<file path="config.mk">
export PLATFORM = sky130hd
export DESIGN_NAME = up_down_counter_sequencer
export DESIGN_NICKNAME = d
export VERILOG_FILES = /design/src/rtl/up_down_counter_sequencer.sv
export SDC_FILE = /design/constraint.sdc
export NUM_CORES = 1
export LEC_CHECK = 0
export CORE_UTILIZATION = 35
export CTS_CLUSTER_SIZE = 24
export DETAILED_ROUTE_END_ITERATION = 8
export PLACE_DENSITY = 0.68
export SLEW_MARGIN = 20
export SYNTH_ARGS = -nofsm -noshare
export SYNTH_HDL_FRONTEND = slang
export SYNTH_SLANG_ARGS = --single-unit
</file>
<file path="constraint.sdc">
create_clock -name clk -period 1.99 [get_ports clk]
set_input_delay 0.199 -clock clk [delete_from_list [all_inputs] [get_ports clk]]
set_output_delay 0.199 -clock clk [all_outputs]
set_load 0.01 [all_outputs]
</file>
<file path="src/rtl/up_down_counter_sequencer.sv">
// Command-driven sequencer that steers an up/down counter between programmable bounds,
// either as a single lo->hi sweep or as a counted (or endless) lo->hi->lo bounce.
module up_down_counter_sequencer #(
    parameter int WIDTH  = 4,
    parameter int LOOP_W = 4
) (
    input  logic              clk,
    input  logic              rst_n,
    input  logic              cmd_valid,
    output logic              cmd_ready,
    input  logic              cmd_mode,
    input  logic [WIDTH-1:0]  cmd_lo,
    input  logic [WIDTH-1:0]  cmd_hi,
    input  logic [LOOP_W-1:0] cmd_loops,
    input  logic              abort,
    output logic [WIDTH-1:0]  count,
    output logic              up_down,
    output logic              busy,
    output logic              done,
    output logic              aborted,
    output logic              err,
    output logic [LOOP_W-1:0] loops_done,
    output logic [1:0]        dbg_state
);

    typedef enum logic [1:0] {
        IDLE     = 2'd0,
        RUN_UP   = 2'd1,
        RUN_DOWN = 2'd2
    } state_t;

    // Handshake: a command transfers on any rising edge where cmd_valid and
    // cmd_ready are both high; cmd_ready is high exactly while IDLE, so commands
    // presented during a run are simply not taken and leave no trace.

    state_t              r_state;
    logic [WIDTH-1:0]    r_count;
    logic                r_up_down;
    logic [LOOP_W-1:0]   r_loops_done;
    logic                r_done;
    logic                r_aborted;
    logic                r_err;
    logic                r_mode;
    logic [WIDTH-1:0]    r_lo;
    logic [WIDTH-1:0]    r_hi;
    logic [LOOP_W-1:0]   r_loops;

    state_t              w_state;
    logic [WIDTH-1:0]    w_count;
    logic                w_up_down;
    logic [LOOP_W-1:0]   w_loops_done;
    logic                w_done;
    logic                w_aborted;
    logic                w_err;
    logic                w_mode;
    logic [WIDTH-1:0]    w_lo;
    logic [WIDTH-1:0]    w_hi;
    logic [LOOP_W-1:0]   w_loops;
    logic [LOOP_W-1:0]   w_loops_inc;

    assign w_loops_inc = r_loops_done + 1'b1;

    always_comb begin
        w_state      = r_state;
        w_count      = r_count;
        w_up_down    = r_up_down;
        w_loops_done = r_loops_done;
        w_done       = 1'b0;
        w_aborted    = 1'b0;
        w_err        = 1'b0;
        w_mode       = r_mode;
        w_lo         = r_lo;
        w_hi         = r_hi;
        w_loops      = r_loops;
        case (r_state)
            IDLE: begin
                if (cmd_valid) begin
                    if (cmd_lo > cmd_hi) begin
                        w_err = 1'b1;
                    end else begin
                        w_mode       = cmd_mode;
                        w_lo         = cmd_lo;
                        w_hi         = cmd_hi;
                        w_loops      = cmd_loops;
                        w_count      = cmd_lo;
                        w_up_down    = 1'b1;
                        w_loops_done = '0;
                        w_state      = RUN_UP;
                    end
                end
            end
            RUN_UP: begin
                if (abort) begin
                    w_state   = IDLE;
                    w_aborted = 1'b1;
                end else if (r_count < r_hi) begin
                    w_count = r_count + 1'b1;
                end else if (!r_mode) begin
                    w_state = IDLE;
                    w_done  = 1'b1;
                end else begin
                    // Turnaround cycle: count holds at hi while direction flips.
                    w_state   = RUN_DOWN;
                    w_up_down = 1'b0;
                end
            end
            RUN_DOWN: begin
                if (abort) begin
                    w_state   = IDLE;
                    w_aborted = 1'b1;
                end else if (r_count > r_lo) begin
                    w_count = r_count - 1'b1;
                end else begin
                    w_loops_done = w_loops_inc;
                    if ((r_loops != '0) && (w_loops_inc == r_loops)) begin
                        w_state = IDLE;
                        w_done  = 1'b1;
                    end else begin
                        w_state   = RUN_UP;
                        w_up_down = 1'b1;
                    end
                end
            end
            default: begin
                w_state = IDLE;
            end
        endcase
    end

    always_ff @(posedge clk) begin
        if (!rst_n) begin
            r_state      <= IDLE;
            r_count      <= '0;
            r_up_down    <= 1'b1;
            r_loops_done <= '0;
            r_done       <= 1'b0;
            r_aborted    <= 1'b0;
            r_err        <= 1'b0;
            r_mode       <= 1'b0;
            r_lo         <= '0;
            r_hi         <= '0;
            r_loops      <= '0;
        end else begin
            r_state      <= w_state;
            r_count      <= w_count;
            r_up_down    <= w_up_down;
            r_loops_done <= w_loops_done;
            r_done       <= w_done;
            r_aborted    <= w_aborted;
            r_err        <= w_err;
            r_mode       <= w_mode;
            r_lo         <= w_lo;
            r_hi         <= w_hi;
            r_loops      <= w_loops;
        end
    end

    assign cmd_ready  = (r_state == IDLE);
    assign busy       = (r_state != IDLE);
    assign count      = r_count;
    assign up_down    = r_up_down;
    assign done       = r_done;
    assign aborted    = r_aborted;
    assign err        = r_err;
    assign loops_done = r_loops_done;
    assign dbg_state  = r_state;

endmodule
</file>
* Word-level counts from Yosys, hierarchy flattened
Index checks and enable logic that the tools add are counted.
** Storage, ports and cells
- Flip-flop bits (word level) :: 27
- Input bits :: 17
- Output and inout bits :: 16
- Logic and storage cells :: 86
** Cells by class
- Add/sub/neg operators :: 3
- Magnitude comparators :: 3
- Equal/unequal tests :: 15
- Mux-type cells :: 39
- Bitwise logic cells :: 1
- Reduce and logical (&&, ||, !) cells :: 14
** Operators by type and width (number)
- $mux W4 :: 10
- $ne A2 B2 Y1 const B :: 10
- $mux W1 :: 17
- $mux W2 :: 7
- $pmux W4 S3 :: 1
- $reduce_and A9 Y1 :: 1
- $add A4 B1 Y4 const B :: 2
- $gt A4 B4 Y1 :: 2
- $pmux W4 S2 :: 1
- $reduce_and A7 Y1 :: 1
- $ne A3 B3 Y1 const B :: 2
- $pmux W2 S3 :: 1
- $reduce_and A3 Y1 :: 2
- $reduce_and A5 Y1 :: 1
- $eq A4 B4 Y1 :: 1
- $lt A4 B4 Y1 :: 1
- $reduce_and A4 Y1 :: 1
- $reduce_bool A2 Y1 :: 2
- $reduce_bool A4 Y1 :: 1
- $sub A4 B1 Y4 const B :: 1
- $pmux W1 S3 :: 1
- $reduce_bool A3 Y1 :: 1
- $eq A2 B1 Y1 const B :: 1
- $eq A2 B2 Y1 const B :: 1
- other kinds (6) :: 6

* Depth between registers and ports, before layout
Gate-level depths: netlist (run 1).
- Word-level depth :: 7
- Mapped depth :: 9
- Mapped depth without buffers :: 9

* Least setup slack after synthesis (run 1)
OpenSTA, ideal clock, no wires.
- Path kind :: register -> register
- From :: reg r_state[1] (netlist: dbg_state[1])
- To :: reg r_count[2] (netlist: count[2])
- Library setup time :: 0.124 ns
- Arrival :: 1.842 ns
- Data required time :: 1.866 ns
- Path slack :: 0.024 ns
- Stages on the path, launching flop included :: 9
- Period minus slack after synthesis :: 1.966 ns
- Cells stage by stage :: dfxtp_1 > ha_1 > clkbuf_1 > inv_1 > fa_1 > xnor2_1 > mux2_2 > nand2_1 > mux2i_1
** Between the ends
- Cells in the longest elaborated chain, start to end :: 3
- Elaborated cells between the ends (all ways) :: 12
- Classes of those cells :: 8 x eq/ne; 1 x mux; 3 x reduce/logical
** Ends and longest elaborated chain
- from (decl) :: line 36 : state_t r_state;
- from (signal assigned) :: line 144 : r_state <= w_state;
- $eq A2 B2 Y1 (tied with other cells) :: line 75 : case (r_state)
- $ne A2 B2 Y1 (no source line) / $reduce_bool A3 Y1 (equally long branches)
- $reduce_and A7 Y1 (no source line)
- to (signal assigned) :: line 145 : r_count <= w_count;
- to (decl) :: line 37 : logic [WIDTH-1:0] r_count;
Parallel ways exist; a longest one is shown, timed or not.
A chain may end at the register's enable or synchronous reset.

* Final worst setup path (run 1)
- From :: reg r_count[1] (netlist: count[1])
- To :: reg r_state[1] (netlist: dbg_state[1])
** Between the ends
- Cells in the longest elaborated chain, start to end :: 3
- Elaborated cells between the ends (all ways) :: 5
- Classes of those cells :: 2 x order compare; 2 x eq/ne; 1 x reduce/logical
** Ends and longest elaborated chain (line)
- $gt A4 B4 Y1 / $lt A4 B4 Y1 (equally long branches) :: 111, 96
- $ne A3 B3 Y1 (no source line)
- $reduce_and A4 Y1 (no source line) *
Every way passes the cells marked *; elsewhere a longest branch is shown, timed or not.

==> key figures, run 1 <==
Die
  • Placement Rows: 25
  • Height of the die: between 70 and 80 microns
  • Die X-Extent: ~73 microns
  • I/O pins: 33
  • Die area: roughly 0.0053 sq mm
  • Effective utilization at floorplan: between 30% and 40%
  • Core area: roughly 0.0048 sq mm

Synthesis
  • Portion of netlist area occupied by mux cells: under 10%
  • Area leader, netlist: sky130_fd_sc_hd__dfxtp_1
  • Combinational family with the most area after synthesis: compound AO/OA/AOI/OAI gates
  • Synthesis-stage register bit count: 27
  • Fraction of the mapped netlist area in compound gates: a little under a quarter
  • Post-synthesis area per instance: between 8 and 9 sq um
  • Sequential element share of the synthesized area: a little under a third
  • Nets in the synthesized netlist: 241
  • Share of synthesized flip-flops with an asynchronous set or reset: 0%
  • EDFF count, synth: 0
  • Number of library cell types mapped by synthesis: 49
  • Share of synthesized cell area in and, or, nand and nor gates: between 15 and 20%
  • Leading post-synthesis cells by cell area: sky130_fd_sc_hd__dfxtp_1 (31%), sky130_fd_sc_hd__ha_1 (13%), sky130_fd_sc_hd__a21oi_1 (6.0%)
  • Cell Area, Synth: around 0.0017 sq mm
  • Cell count after synthesis: 205
  • Share of Yosys cell area claimed by the top area cell type: about 31%
  • Yosys Warn Count: 0
  • Most used DFF post-synth: sky130_fd_sc_hd__dfxtp_1
  • Adder-Cell Fraction of Synth Area: around 14%
  • Xor-xnor portion of the synthesized cell area: 3.88%

Place
  • Placed Cells: 323
  • Detailed placer's ending HPWL: roughly 3.3 mm
  • Port buffer count: 32
  • Worst setup slack before clock tree synthesis: -0.406 ns
  • GPL Wtd Cong: a little under 0.9

Power
  • Switching component of the power: approximately 900 uW
  • Gate power share: about 57%
  • Switching Share: about two fifths
  • Total design power: 2.39 mW
  • Internal Dissipation: 1.48 mW
  • Max IR drop VDD: between 400 and 500 uV
  • Static Leak: 1.07 nW
  • Sequential power share: 29.8%
  • Clock network fraction of total power: a little over an eighth
  • Pwr per Cell Area: about 950 mW/mm^2

Detailed routing
  • Wire length per cell after detailed routing: 13.5 microns
  • Count of antenna-violating nets left after detailed routing: 0
  • DRC: 0
  • Routed via count divided by cell count: ~5.0
  • Total wire length: roughly 4.5 mm
  • Vias after detailed routing: roughly 1,700
  • TritonRoute pass-1 iters: 4
  • Starting DRC count in detailed routing: 200

CTS
  • Cell chosen for the clock root: sky130_fd_sc_hd__clkbuf_8
  • Clock tree from TritonCTS: yes
  • Clock-pin slew on the worst setup and hold paths: ~0.10 ns
  • Clock buffers created by TritonCTS: 3
  • CTS H-tree lvls: 1
  • CTS Hold Buffers Added: 0
  • Maximum number of buffers from clock root to sink: 2
  • Clock network latency to the later pin of the worst-skew pair: about 0.27 ns
  • Clk sink count: 27

Critical path
  • Required time of the critical path: roughly 2.2 ns
  • CP startpoint kind: flip-flop
  • Data arrival, critical path: 2.13 ns
  • Maximum net fanout on the critical path: 4
  • Type of destination of the critical path: flip-flop
  • Worst Setup Path Type: flip-flop to flip-flop

Finish
  • Highest-count cells in the layout ignoring fill and taps: sky130_fd_sc_hd__buf_4 (29), sky130_fd_sc_hd__clkdlybuf4s50_1 (28), sky130_fd_sc_hd__nand2_1 (23), sky130_fd_sc_hd__dfxtp_1 (23), sky130_fd_sc_hd__inv_1 (18)
  • Ratio of cells with drive above 1 in the final layout: 24.3%
  • Net total in the final layout: 300
  • P&R area growth vs syn: 44.0%
  • Most common cell after layout, fill and taps aside: sky130_fd_sc_hd__buf_4
  • Diode insertion count for antenna repair: 0
  • Number of standard cells in the layout, taps in and fillers out: 330

Timing
  • Final hold violation count: 0
  • Final setup slack of the worst path: approximately 0.020 ns
  • Highest clock frequency the design can meet: 508 MHz
  • Final worst path period share: a little over nine tenths
  • Worst Skew: 0.00447 ns
  • Time the final worst path needs with I/O delays and setup: 1.97 ns
  • Worst Hold Slack: slightly above 0.2 ns
  • Count of final setup violators: 0
  • Fin. max-slew vios: 0
  • Least-Margin Pin Slew: around 0.36 ns
  • Relative max-transition margin: 75.5%
  • Setup repair after global routing missed its margin: true

Global routing
  • Wire length of the first global-routing pass: roughly 7.3 mm
  • Number of global-route vias before repair: around 1,500
  • All-layer global routing usage: 17.9%
  • Maximum number of pins on one net before global-route repair: 15
  • Antenna violations before repair: 0
  • Remaining global-route overflow: 0

Flow run
  • MaxCap Viol Count: 0

Worst hold path
  • Path category of the worst min-delay check: input port to flip-flop

Status
  • Run status: finished clean
==> Yosys cell counts (2+ instances only) <==
master and instances:
sky130_fd_sc_hd__nand2b_1 3, sky130_fd_sc_hd__nand3_1 3, sky130_fd_sc_hd__o21ai_0 15, sky130_fd_sc_hd__nand2_1 23, sky130_fd_sc_hd__nor3_1 2, sky130_fd_sc_hd__a2111oi_0 2, sky130_fd_sc_hd__xnor2_1 4, sky130_fd_sc_hd__nor2_1 5
sky130_fd_sc_hd__dfxtp_1 27, sky130_fd_sc_hd__mux2i_1 6, sky130_fd_sc_hd__clkbuf_1 6, sky130_fd_sc_hd__nand4_1 3, sky130_fd_sc_hd__mux2_2 2, sky130_fd_sc_hd__inv_1 19, sky130_fd_sc_hd__o211a_1 2, sky130_fd_sc_hd__buf_2 2
sky130_fd_sc_hd__ha_1 18, sky130_fd_sc_hd__a21o_1 2, sky130_fd_sc_hd__nor2b_1 3, sky130_fd_sc_hd__or2_2 2, sky130_fd_sc_hd__or3_1 2, sky130_fd_sc_hd__and3_1 3, sky130_fd_sc_hd__o211ai_1 5, sky130_fd_sc_hd__a21oi_1 21
==> layer usage <==
metal	vias to the layer above	share of wire, %	global-route usage (%)
met3	2	4.3	2.08
met4	0	0.67	5.23
met2	49	46	28.3
met1	763	49	25.6
li1	846	-	-
met5	-	0	0
==> area by class of cell <==
class | count | area [sq um]
timing repair buffer | 62 | 556
fill | 470 | 2250
clock buffer | 4 | 45.0
sequential | 27 | 546
inverter | 20 | 75.1
multi-input combinational | 150 | 1200
tap | 67 | 83.8
==> logic make-up (layout without fill, tap and decap cells) <==
family / Yosys count / in the layout
mux: 8 / 8
simple gates: 57 / 57
fa+ha+maj: 19 / 19
buf+inv: 28 / 86
xor+xnor: 6 / 6
compound gates: 60 / 60
flops: 27 / 27
==> through the flow <==
step	setup TNS [ns]	instance area [sq um]	util (%)
floorplan	0	1740	-
global placement	-6.54	2320	48.7
detailed placement	-7.19	2320	48.7
CTS	-0.0284	2410	50.8
global route	-0.152	2510	52.8
finish	0	2510	52.8
==> critical path: stages, from the launching register on <==
cell and delay (ns):
sky130_fd_sc_hd__dfxtp_2 0.35, sky130_fd_sc_hd__ha_1 0.30, sky130_fd_sc_hd__nor2b_1 0.13, sky130_fd_sc_hd__o211a_1 0.23, sky130_fd_sc_hd__o211a_4 0.28, sky130_fd_sc_hd__a21oi_1 0.23
sky130_fd_sc_hd__mux2i_1 0.25, sky130_fd_sc_hd__a21oi_1 0.09
==> state kept, by name (all words and copies together) (netlist names) <==
signal	flops
r_hi	4
count	4
dbg_state	2
r_loops	4
r_lo	4
loops_done	4
r_mode	1
aborted	1
up_down	1
err	1
done	1
==> worst paths after layout <==
kind              from  slack [ns]  depth (start not counted)            to
max           count[1]        0.02                          7  dbg_state[1]
min          cmd_hi[1]        0.20                          3       r_hi[1]
max reg2reg   count[1]        0.02                          7  dbg_state[1]
min reg2reg    r_lo[1]        0.48                          2       r_lo[1]
==> power groups by stage <==
stage	clock network (mW)	logic [mW]	registers (mW)
after floorplan	0	0.682	0.739
after global placement	0	1.19	0.715
after detailed placement	0	1.21	0.714
after CTS	0.328	1.26	0.704
after global routing	0.357	1.50	0.724
final	0.322	1.36	0.712
==> timing repair <==
| action | CTS | global route |
|---|---|---|
| setup buffers | 1 | 2 |
| hold endpoints to repair | 0 | 0 |
| pin swaps | 4 | 5 |
| resized for setup | 11 | 19 |
| gates cloned | 0 | 0 |
| setup endpoints to repair | 14 | 26 |
(Power assumes the default switching activity.)
==> inputs of run 2 (changes only) <==
--- a/config.mk
+++ b/config.mk
@@ -5,10 +5,10 @@
 export SDC_FILE = /design/constraint.sdc
 export NUM_CORES = 1
 export LEC_CHECK = 0
-export CORE_UTILIZATION = 35
+export CORE_UTILIZATION = 45
 export CTS_CLUSTER_SIZE = 24
 export DETAILED_ROUTE_END_ITERATION = 8
-export PLACE_DENSITY = 0.68
+export PLACE_DENSITY = 0.81
 export SLEW_MARGIN = 20
 export SYNTH_ARGS = -nofsm -noshare
 export SYNTH_HDL_FRONTEND = slang
==> run 2 against run 1 <==
Compared with the run above:
- global-route usage grew 4.9 points
- via count grew 1.3%
- fmax grew 0.85%
- sequential cell count is the same
- utilization grew 15 points
- register-to-register slack gained 0.02 ns
- sequential power is essentially flat
- combinational power grew 4%
- non-clock buffer count shrank 7
- largest power group unchanged
- highest routed layer unchanged
==> key figures, run 2 (synthesized netlist as in run 1, its figures left out) <==
Critical path
  • Buffering stage count on the worst path with inverters included: 0
  • Type of destination of the critical path: flip-flop
  • Max stage delay cell, worst path: sky130_fd_sc_hd__dfxtp_2
  • Data arrival, critical path: approximately 2.1 ns
  • Kind of cell adding the most delay to the critical path: compound AO/OA/AOI/OAI gates
  • Worst Setup Path Type: flip-flop to flip-flop
  • Required time of the critical path: approximately 2.2 ns
  • Worst path cell trace: ha_4, nor2b_1, o211a_1, o211a_4, a21oi_4, a21oi_4, a221o_1
  • CP startpoint kind: flip-flop
  • Maximum net fanout on the critical path: 4
  • Maximum cell stage delay along the critical path: a little under 0.4 ns
  • Most repeated library cell on the critical path: sky130_fd_sc_hd__a21oi_4

CTS
  • Maximum number of buffers from clock root to sink: 2
  • Clk sink count: 27
  • Clock buffers created by TritonCTS: 3
  • Cell chosen for the clock root: sky130_fd_sc_hd__clkbuf_8
  • Clock-pin slew on the worst setup and hold paths: 0.10 ns
  • Clock tree from TritonCTS: yes
  • Clock network latency to the later pin of the worst-skew pair: ~0.28 ns
  • CTS Hold Buffers Added: 0
  • CTS H-tree lvls: 1

Power
  • Pwr per Cell Area: between 900 and 1000 mW/mm^2
  • Total design power: about 2.5 mW
  • Static Leak: around 1.1 nW
  • Max IR drop VDD: about 460 uV

Die
  • Core area: ~0.0037 sq mm
  • Die X-Extent: 64.2 microns
  • I/O pins: 33
  • Die area: between 0.004 and 0.005 sq mm
  • Effective utilization at floorplan: a little under half
  • Height of the die: 64.2 microns
  • Placement Rows: 22

Timing
  • Final worst path period share: ~98%
  • Fin. max-slew vios: 0
  • Relative max-transition margin: between 60% and 70%
  • Least-Margin Pin Slew: just under 0.5 ns
  • Time the final worst path needs with I/O delays and setup: about 2 ns
  • Count of final setup violators: 0
  • Worst Hold Slack: just over 0.2 ns
  • Highest clock frequency the design can meet: around 510 MHz
  • Final hold violation count: 0
  • Worst Skew: roughly 0.0094 ns
  • Final setup slack of the worst path: ~0.037 ns

Detailed routing
  • TritonRoute pass-1 iters: 4
  • Vias after detailed routing: roughly 1,700
  • Total wire length: 4.50 mm
  • Wire length per cell after detailed routing: approximately 15 microns
  • Routed via count divided by cell count: 5.53
  • Starting DRC count in detailed routing: 89
  • DRC: 0
  • Count of antenna-violating nets left after detailed routing: 0

Global routing
  • Number of global-route vias before repair: ~1,600
  • Maximum number of pins on one net before global-route repair: 15
  • Wire length of the first global-routing pass: between 7 and 8 mm
  • Antenna violations before repair: 0
  • All-layer global routing usage: 22.8%
  • Remaining global-route overflow: 0

Worst hold path
  • Path category of the worst min-delay check: input port to flip-flop

Finish
  • Highest-count cells in the layout ignoring fill and taps: sky130_fd_sc_hd__dfxtp_1 (24), sky130_fd_sc_hd__clkdlybuf4s50_1 (24), sky130_fd_sc_hd__nand2_1 (23), sky130_fd_sc_hd__buf_4 (23)
  • Ratio of cells with drive above 1 in the final layout: a little under a quarter
  • Net total in the final layout: 293
  • Area of the multi-input gates: 0.00125 sq mm
  • Diode insertion count for antenna repair: 0
  • P&R area growth vs syn: 42.6%
  • Storage cell area: between 500 and 600 sq um
  • Number of fill cells in the layout: just under 300

Flow run
  • MaxCap Viol Count: 0

Status
  • Run status: finished clean

Place
  • GPL Wtd Cong: approximately 0.89
  • Worst setup slack before clock tree synthesis: -0.378 ns
  • Port buffer count: 32
  • Detailed placer's ending HPWL: 3.16 mm
## run 2: stage by stage
| step | util (%) | area [sq um] | TNS [ns] | instances |
|---|---|---|---|---|
| floorplan | - | 1740 | 0 | 205 |
| global placement | 61.1 | 2250 | -4.88 | 299 |
| detailed placement | 61.1 | 2250 | -5.75 | 299 |
| CTS | 64.6 | 2380 | 0 | 303 |
| global route | 67.3 | 2480 | -0.198 | 304 |
| finish | 67.3 | 2480 | 0 | 304 |
## run 2: repair_timing
action,in CTS,in global routing
gates resized for setup,15,25
setup buffers,0,1
hold endpoints to repair,0,0
pin swaps,5,7
gates cloned,0,0
endpoints found under the setup margin,10,12
## run 2: final timing paths
kind | from | endpoint | slack, ns | cells past startpoint
setup / recovery | count[1] | loops_done[2] | 0.04 | 7
hold / removal | cmd_hi[3] | r_hi[3] | 0.20 | 3
setup reg to reg | count[1] | loops_done[2] | 0.04 | 7
hold reg to reg | r_lo[2] | r_lo[2] | 0.49 | 2
## run 2: where the power goes
part,switching [mW],internal (mW),leakage [nW]
Clock,0.178,0.144,0.0228
Combinational,0.693,0.725,0.824
Sequential,0.0815,0.633,0.222
## run 2: area by class of cell
cell class	count	area share, %
inverters	20	3.02
repair buffers	55	20.5
flip-flops and latches	27	21.9
clock buffers	4	1.81
well taps	48	2.42
multi-input cells	150	50.3
## run 2: worst register-to-register path: stages, from the launching register on
cell,delay [ns]
sky130_fd_sc_hd__dfxtp_2,0.39
sky130_fd_sc_hd__ha_4,0.21
sky130_fd_sc_hd__nor2b_1,0.12
sky130_fd_sc_hd__o211a_1,0.26
sky130_fd_sc_hd__o211a_4,0.31
sky130_fd_sc_hd__a21oi_4,0.15
sky130_fd_sc_hd__a21oi_4,0.09
sky130_fd_sc_hd__a221o_1,0.31
## run 2: routing by layer
metal | GRT usage (%) | wire, microns | share of wire [%] | vias up
met5 | 0 | 0 | 0 | -
met4 | 7.50 | 86 | 1.9 | 0
li1 | - | - | - | 838
met2 | 39.0 | 2200 | 49 | 44
met3 | 3.57 | 161 | 3.6 | 9
met1 | 29.2 | 2050 | 46 | 791
